==> config.mk <==
export PLATFORM = sky130hd
export DESIGN_NAME = fxp_div_seq
export DESIGN_NICKNAME = d
export VERILOG_FILES = /design/src/rtl/fxp_div_seq_pkg.sv /design/src/rtl/fxp_div_seq.sv
export SDC_FILE = /design/constraint.sdc
export NUM_CORES = 1
export LEC_CHECK = 0
export ABC_AREA = 1
export CORE_MARGIN = 2
export CORE_UTILIZATION = 38
export CTS_CLUSTER_SIZE = 24
export DETAILED_ROUTE_END_ITERATION = 8
export SETUP_SLACK_MARGIN = 0.2
export SYNTH_ARGS = -nofsm -noshare
export SYNTH_HDL_FRONTEND = slang
export SYNTH_SLANG_ARGS = --single-unit
==> constraint.sdc <==
create_clock -name clk -period 4.34 [get_ports clk]
set_input_delay 0.434 -clock clk [delete_from_list [all_inputs] [get_ports clk]]
set_output_delay 0.434 -clock clk [all_outputs]
set_load 0.03 [all_outputs]
==> src/rtl/fxp_div_seq_pkg.sv <==
// ---------------------------------------------------------------------------
// fxp_div_seq_pkg
// Shared definitions for the sequential fixed-point divider:
//   - divider state encoding (LOAD / DIV / FIN / DONE)
//   - default Q-format geometry and its saturation constants
//   - fixed-point <-> real conversion helpers for the default Q format,
//     used by benches to describe operands in real units
// ---------------------------------------------------------------------------
package fxp_div_seq_pkg;

    // Default Q format shared with the matdet stages
    localparam int FXP_DATA_WIDTH = 32;
    localparam int FXP_BIN_POS    = 16;

    // Saturation limits for the default width
    localparam logic [FXP_DATA_WIDTH-1:0] QMAX = {1'b0, {(FXP_DATA_WIDTH-1){1'b1}}};
    localparam logic [FXP_DATA_WIDTH-1:0] QMIN = {1'b1, {(FXP_DATA_WIDTH-1){1'b0}}};

    // Divider control states
    typedef enum logic [1:0] {
        ST_LOAD = 2'd0,
        ST_DIV  = 2'd1,
        ST_FIN  = 2'd2,
        ST_DONE = 2'd3
    } div_state_t;

    // Q value to real number
    function automatic real fxp_to_real(input logic signed [FXP_DATA_WIDTH-1:0] v);
        return real'(v) / (2.0 ** FXP_BIN_POS);
    endfunction

    // Real number to Q value, truncated toward zero
    function automatic logic [FXP_DATA_WIDTH-1:0] fxp_from_real(input real r);
        return FXP_DATA_WIDTH'($rtoi(r * (2.0 ** FXP_BIN_POS)));
    endfunction

endpackage

==> src/rtl/fxp_div_seq.sv <==
// ---------------------------------------------------------------------------
// fxp_div_seq
// Sequential signed fixed-point divider: quot = num / den in Q format
// (DATA_WIDTH bits total, BIN_POS fraction bits, two's complement).
// Restoring division on magnitudes, one quotient bit per clock, MSB first,
// followed by sign application with saturation. Truncates toward zero.
//
// Start/complete handshake: releasing rst starts a division; complete then
// rises and holds until rst is asserted again. rst always wins.
//
// Ports:
//   clk         in   clock, rising edge
//   rst         in   synchronous active-high reset / start strobe
//   complete    out  quot and div_by_zero valid, held until rst
//   num         in   signed Q dividend, sampled only in the LOAD cycle
//   den         in   signed Q divisor, sampled only in the LOAD cycle
//   quot        out  signed Q quotient (saturated)
//   div_by_zero out  den was zero; quot is then QMAX/QMIN by sign of num
//
// BIN_POS must be at least 1 and less than DATA_WIDTH.
// ---------------------------------------------------------------------------
module fxp_div_seq
    import fxp_div_seq_pkg::*;
#(
    parameter int DATA_WIDTH = 32,
    parameter int BIN_POS    = 16
) (
    input  logic                  clk,
    input  logic                  rst,
    output logic                  complete,
    input  logic [DATA_WIDTH-1:0] num,
    input  logic [DATA_WIDTH-1:0] den,
    output logic [DATA_WIDTH-1:0] quot,
    output logic                  div_by_zero
);

    // Width of the pre-shifted dividend and of the raw quotient magnitude
    localparam int QW = DATA_WIDTH + BIN_POS;
    localparam int CW = $clog2(QW + 1);

    localparam logic [DATA_WIDTH-1:0] QMAX_L   = {1'b0, {(DATA_WIDTH-1){1'b1}}};
    localparam logic [DATA_WIDTH-1:0] QMIN_L   = {1'b1, {(DATA_WIDTH-1){1'b0}}};
    localparam logic [DATA_WIDTH-1:0] ZERO_W   = {DATA_WIDTH{1'b0}};
    localparam logic [DATA_WIDTH-1:0] ONE_W    = {{(DATA_WIDTH-1){1'b0}}, 1'b1};
    localparam logic [CW-1:0]         CNT_ZERO = {CW{1'b0}};
    localparam logic [CW-1:0]         CNT_ONE  = {{(CW-1){1'b0}}, 1'b1};
    localparam logic [CW-1:0]         CNT_LAST = CW'(QW - 1);
    // Largest magnitudes representable for each sign, widened to QW bits
    localparam logic [QW-1:0]         POS_LIM  = {{BIN_POS{1'b0}}, QMAX_L};
    localparam logic [QW-1:0]         NEG_LIM  = {{BIN_POS{1'b0}}, QMIN_L};

    div_state_t state_r;
    div_state_t state_nx_s;

    logic                  sign_r;      // result sign
    logic                  num_neg_r;   // dividend sign, picks the dbz limit
    logic                  dbz_r;
    logic [DATA_WIDTH-1:0] den_mag_r;
    logic [QW-1:0]         dividend_r;  // |num| << BIN_POS, shifted out MSB first
    logic [DATA_WIDTH:0]   rem_r;
    logic [CW-1:0]         cnt_r;
    logic [QW-1:0]         quo_r;       // quotient magnitude, shifted in LSB first

    logic [DATA_WIDTH-1:0] num_mag_s;
    logic [DATA_WIDTH-1:0] den_mag_s;
    logic [DATA_WIDTH:0]   trial_s;
    logic [DATA_WIDTH:0]   rem_nx_s;
    logic                  ge_s;
    logic [DATA_WIDTH-1:0] fin_quot_s;

    // Operand magnitudes; the most negative value maps to 2^(DATA_WIDTH-1)
    // which still fits as an unsigned DATA_WIDTH-bit number
    always_comb begin
        num_mag_s = num;
        den_mag_s = den;
        if (num[DATA_WIDTH-1]) begin
            num_mag_s = ~num + ONE_W;
        end else begin
            num_mag_s = num;
        end
        if (den[DATA_WIDTH-1]) begin
            den_mag_s = ~den + ONE_W;
        end else begin
            den_mag_s = den;
        end
    end

    // One restoring-division step: shift in the next dividend bit and
    // subtract the divisor when it fits. The remainder stays below |den|,
    // so the shifted trial value always fits in DATA_WIDTH+1 bits.
    always_comb begin
        trial_s  = (rem_r << 1) | {{DATA_WIDTH{1'b0}}, dividend_r[QW-1]};
        ge_s     = (trial_s >= {1'b0, den_mag_r});
        rem_nx_s = trial_s;
        if (ge_s) begin
            rem_nx_s = trial_s - {1'b0, den_mag_r};
        end else begin
            rem_nx_s = trial_s;
        end
    end

    // Final quotient: divide-by-zero limits, saturation, then sign
    always_comb begin
        fin_quot_s = ZERO_W;
        if (dbz_r) begin
            if (num_neg_r) begin
                fin_quot_s = QMIN_L;
            end else begin
                fin_quot_s = QMAX_L;
            end
        end else if (!sign_r) begin
            if (quo_r > POS_LIM) begin
                fin_quot_s = QMAX_L;
            end else begin
                fin_quot_s = quo_r[DATA_WIDTH-1:0];
            end
        end else begin
            // Magnitude exactly 2^(DATA_WIDTH-1) negates to QMIN itself
            if (quo_r > NEG_LIM) begin
                fin_quot_s = QMIN_L;
            end else begin
                fin_quot_s = ~quo_r[DATA_WIDTH-1:0] + ONE_W;
            end
        end
    end

    // Next-state logic
    always_comb begin
        state_nx_s = state_r;
        case (state_r)
            ST_LOAD: begin
                if (den == ZERO_W) begin
                    state_nx_s = ST_FIN;
                end else begin
                    state_nx_s = ST_DIV;
                end
            end
            ST_DIV: begin
                if (cnt_r == CNT_LAST) begin
                    state_nx_s = ST_FIN;
                end else begin
                    state_nx_s = ST_DIV;
                end
            end
            ST_FIN:  state_nx_s = ST_DONE;
            ST_DONE: state_nx_s = ST_DONE;
            default: state_nx_s = ST_LOAD;
        endcase
    end

    // State register
    always_ff @(posedge clk) begin
        if (rst) begin
            state_r <= ST_LOAD;
        end else begin
            state_r <= state_nx_s;
        end
    end

    // Datapath and registered outputs
    always_ff @(posedge clk) begin
        if (rst) begin
            sign_r      <= 1'b0;
            num_neg_r   <= 1'b0;
            dbz_r       <= 1'b0;
            den_mag_r   <= ZERO_W;
            dividend_r  <= {QW{1'b0}};
            rem_r       <= {(DATA_WIDTH+1){1'b0}};
            cnt_r       <= CNT_ZERO;
            quo_r       <= {QW{1'b0}};
            quot        <= ZERO_W;
            div_by_zero <= 1'b0;
            complete    <= 1'b0;
        end else begin
            case (state_r)
                ST_LOAD: begin
                    sign_r     <= num[DATA_WIDTH-1] ^ den[DATA_WIDTH-1];
                    num_neg_r  <= num[DATA_WIDTH-1];
                    dbz_r      <= (den == ZERO_W);
                    den_mag_r  <= den_mag_s;
                    dividend_r <= {num_mag_s, {BIN_POS{1'b0}}};
                    rem_r      <= {(DATA_WIDTH+1){1'b0}};
                    cnt_r      <= CNT_ZERO;
                    quo_r      <= {QW{1'b0}};
                end
                ST_DIV: begin
                    dividend_r <= dividend_r << 1;
                    rem_r      <= rem_nx_s;
                    quo_r      <= {quo_r[QW-2:0], ge_s};
                    cnt_r      <= cnt_r + CNT_ONE;
                end
                ST_FIN: begin
                    quot        <= fin_quot_s;
                    div_by_zero <= dbz_r;
                    complete    <= 1'b1;
                end
                ST_DONE: begin
                    complete <= 1'b1;
                end
                default: begin
                    complete <= 1'b0;
                end
            endcase
        end
    end

endmodule

==> impl_metrics.ini <==
[timing]
slew_headroom_pct = 17.7
tightest_slew_ps = 1230
skew_ps = 14.0
final_max_slew_viol_count = 0
min_period_ps = 3010
finalCritPeriodShare_pct = 69.4
max_freq_ghz = 0.332
finalSetupViolCount = 0
fin_setup_tns_ps = 0
hold_violations = 0
rsz0062_at_grt = false

[hold_path]
hold_path.class = flip-flop to flip-flop

[power]
power_density_nw_per_um2 = 471
ir_worst_vdd_uv = 390
leakagePower_nw = 6.58

[yosys]
ys_seq_elements = 189
synth_cell_types = 45
syn-num-nets = 2230
synth_top_area_share_pct = 29.3
yosys-top-cells-count = nand2_1 (666), inv_1 (282), dfxtp_1 (189)
synth.avg_cell_area_um2 = 6.08
yosysMostFrequentCell = nand2_1
synth_flop_cell = dfxtp_1
syn-instance-count = 2127
syn-cell-area_um2 = 12900
yosysWarnings = 0
seq_area_frac_synth_pct = 29.3
synth_edf_count = 0
synthTopCellsByArea = dfxtp_1 (29%), nand2_1 (19%), inv_1 (8.2%), nand3_1 (6.0%), a21oi_1 (5.5%)
ys_async_sr_fraction_pct = 0
synth_top_cell_by_area = dfxtp_1

[clock_network]
h-tree-depth = 4
path_clk_slew_ps = 80
cts_sinks = 189
cts_resized = 0
postCtsSetupRepairBufs = 0
clock_path_buffers = 2
ctsHoldBuffers = 0
cts_tree = built
numCtsBuffers = 17
clock_latency_ps = 460
cts-root-buf = clkbuf_16

[layout]
multi_input_area_um2 = 7710
fin_util_pct = 44.2
area_growth_pct = 14.6
regArea_um2 = 3790
nets = 2276
drive_above_1_share_pct = 4.85
instances_no_fill = 2636
fillCellCount = 3577

[detailed_routing]
firstDrtPassIters = 5
met3WireLength_um = 2340
dr_wl_met2_um = 17200
top_layer = met5
met1_length_um = 19400
totalWireLength_um = 39900
ant_nets = 0
routed_via_density = 5.11
wl_per_cell_um = 15.1
drc = 0
drt-initial-drc-count = 1211
vias = 13500

[job]
cap_violations = 0

[floorplanning]
die-area_um2 = 35500
num_rows = 67
die_x_um = 188
start_util_pct = 38.6
core_region_area_um2 = 33500
die_y_um = 188
ioPinCount = 100

[setup_path]
cp.depth = 16
path_cells = inv_1 -> ha_1 -> nand2_1 -> nand2_1 -> nand2_1 -> nand2_1 -> inv_1 -> nand3_2 -> nand2_1 -> nand2_1 -> nand2_2 -> nand2_4 -> nand2_4 -> nand2_1 -> nand2_1 -> a21oi_1
cp_slowest_cell = nand2_2
cp_top_family = simple AND/OR/NAND/NOR gates
r2r_slack_ps = 1330
critPathLaunchType = flip-flop
worstPathArrival_ps = 3330
crit_path_frequent_cell = nand2_1
cp.required_ps = 4650
endpoint_kind = flip-flop
r2r-start = den_mag_r[6]
crit_end = rem_r[31]
max_stage_delay_ps = 500
critical_path_buf_inv_count = 2
reg2reg_to = rem_r[31]
crit_start = den_mag_r[6]
cp_max_fo = 33
critical_path_class = flip-flop to flip-flop
rr_worst_depth = 16

[place]
gp_congestion = 0.958
place_inst = 2602
io_buffers = 99
dpl.hpwl_um = 29300

[global_routing]
first_global_vias = 12600
grt_max_degree = 86
grt_usage_pct = 22.7
grt-ovfl-total = 0
antenna_found_initial = 4
grt_pass1_wl_um = 65100

[outcome]
outcome = complete, no violations
-- worst min-delay path by stage --
stage                     slack, ps       endpoint          start  depth (start not counted)
after global placement          440      quo_r[47]      quo_r[47]                          2
after detailed placement        450      quo_r[47]      quo_r[47]                          2
after global routing            480      quo_r[47]      quo_r[47]                          2
after floorplan                 430  den_mag_r[26]  den_mag_r[26]                          2
after CTS                       460      quo_r[47]      quo_r[47]                          2
final                           460      quo_r[47]      quo_r[47]                          2
-- tightest hold or removal path, stage by stage, from the launching register on --
cell and delay, ps:
dfxtp_1 320, nand2_1 50, a21oi_1 50
-- flip-flops by register name, indices dropped and copies added (netlist names) --
register	count
div_by_zero	1
cnt_r	6
quot	32
den_mag_r	32
dividend_r	32
num_neg_r	1
quo_r	48
rem_r	32
state_r	2
dbz_r	1
sign_r	1
complete	1
-- cell families after synthesis --
| group | Yosys count | share of synthesized area [%] |
|---|---|---|
| simple gates | 1121 | 37.1 |
| buf+inv | 370 | 11.3 |
| compound gates | 360 | 15.3 |
| flops | 189 | 29.3 |
| xor+xnor | 50 | 3.39 |
| fa+ha+maj | 37 | 3.64 |
-- report_power, final --
part | total [W] | internal (W) | switching (W) | leakage, nW
Sequential | 0.00195 | 0.00186 | 0.0000895 | 1.54
Combinational | 0.00342 | 0.00115 | 0.00227 | 4.74
Clock | 0.00161 | 0.000794 | 0.000813 | 0.292
Total | 0.00698 | 0.00381 | 0.00317 | 6.58
-- area by class of cell --
type,count,share of cell area [%]
multi-input combinational,1568,52.0
timing repair buffer,110,7.23
clock buffer,18,2.96
tap,448,3.78
clock inverter,14,1.11
sequential,189,25.6
inverter,287,7.27
antenna,2,0.0338
-- metrics by stage --
stage	setup slack (ps)	area, um2	total power [W]	hold slack (ps)
2_1_floorplan	2430	12900	0.00451	426
4_1_cts	1380	14800	0.00698	465
6_report	1330	14800	0.00698	465
3_5_place_dp	1370	14200	0.00536	454
3_3_place_gp	1440	14200	0.00536	443
5_1_grt	1060	14800	0.00754	482
-- placed cells by master, fill, tap and decap left out, drive strengths merged, types with 4 or more instances in the layout --
cell	n
nand2	675
inv	294
nor2	190
dfxtp	189
a21oi	162
nand3	159
o21ai	134
clkdlybuf4s50	98
ha	36
nand3b	33
xor2	28
o22ai	25
nor3	24
xnor2	22
a31oi	22
nand4	20
clkbuf	18
buf	12
and2	9
or2	6
clkinv	6
o21bai	5
nor4	4
-- routing by layer --
| metal | vias up | track usage, % |
|---|---|---|
| met3 | 51 | 3.59 |
| met1 | 6174 | 31.9 |
| li1 | 6900 | - |
| met5 | - | 0 |
| met4 | 2 | 7.84 |
| met2 | 354 | 35.0 |
Power figures use the tool's default switching activity.
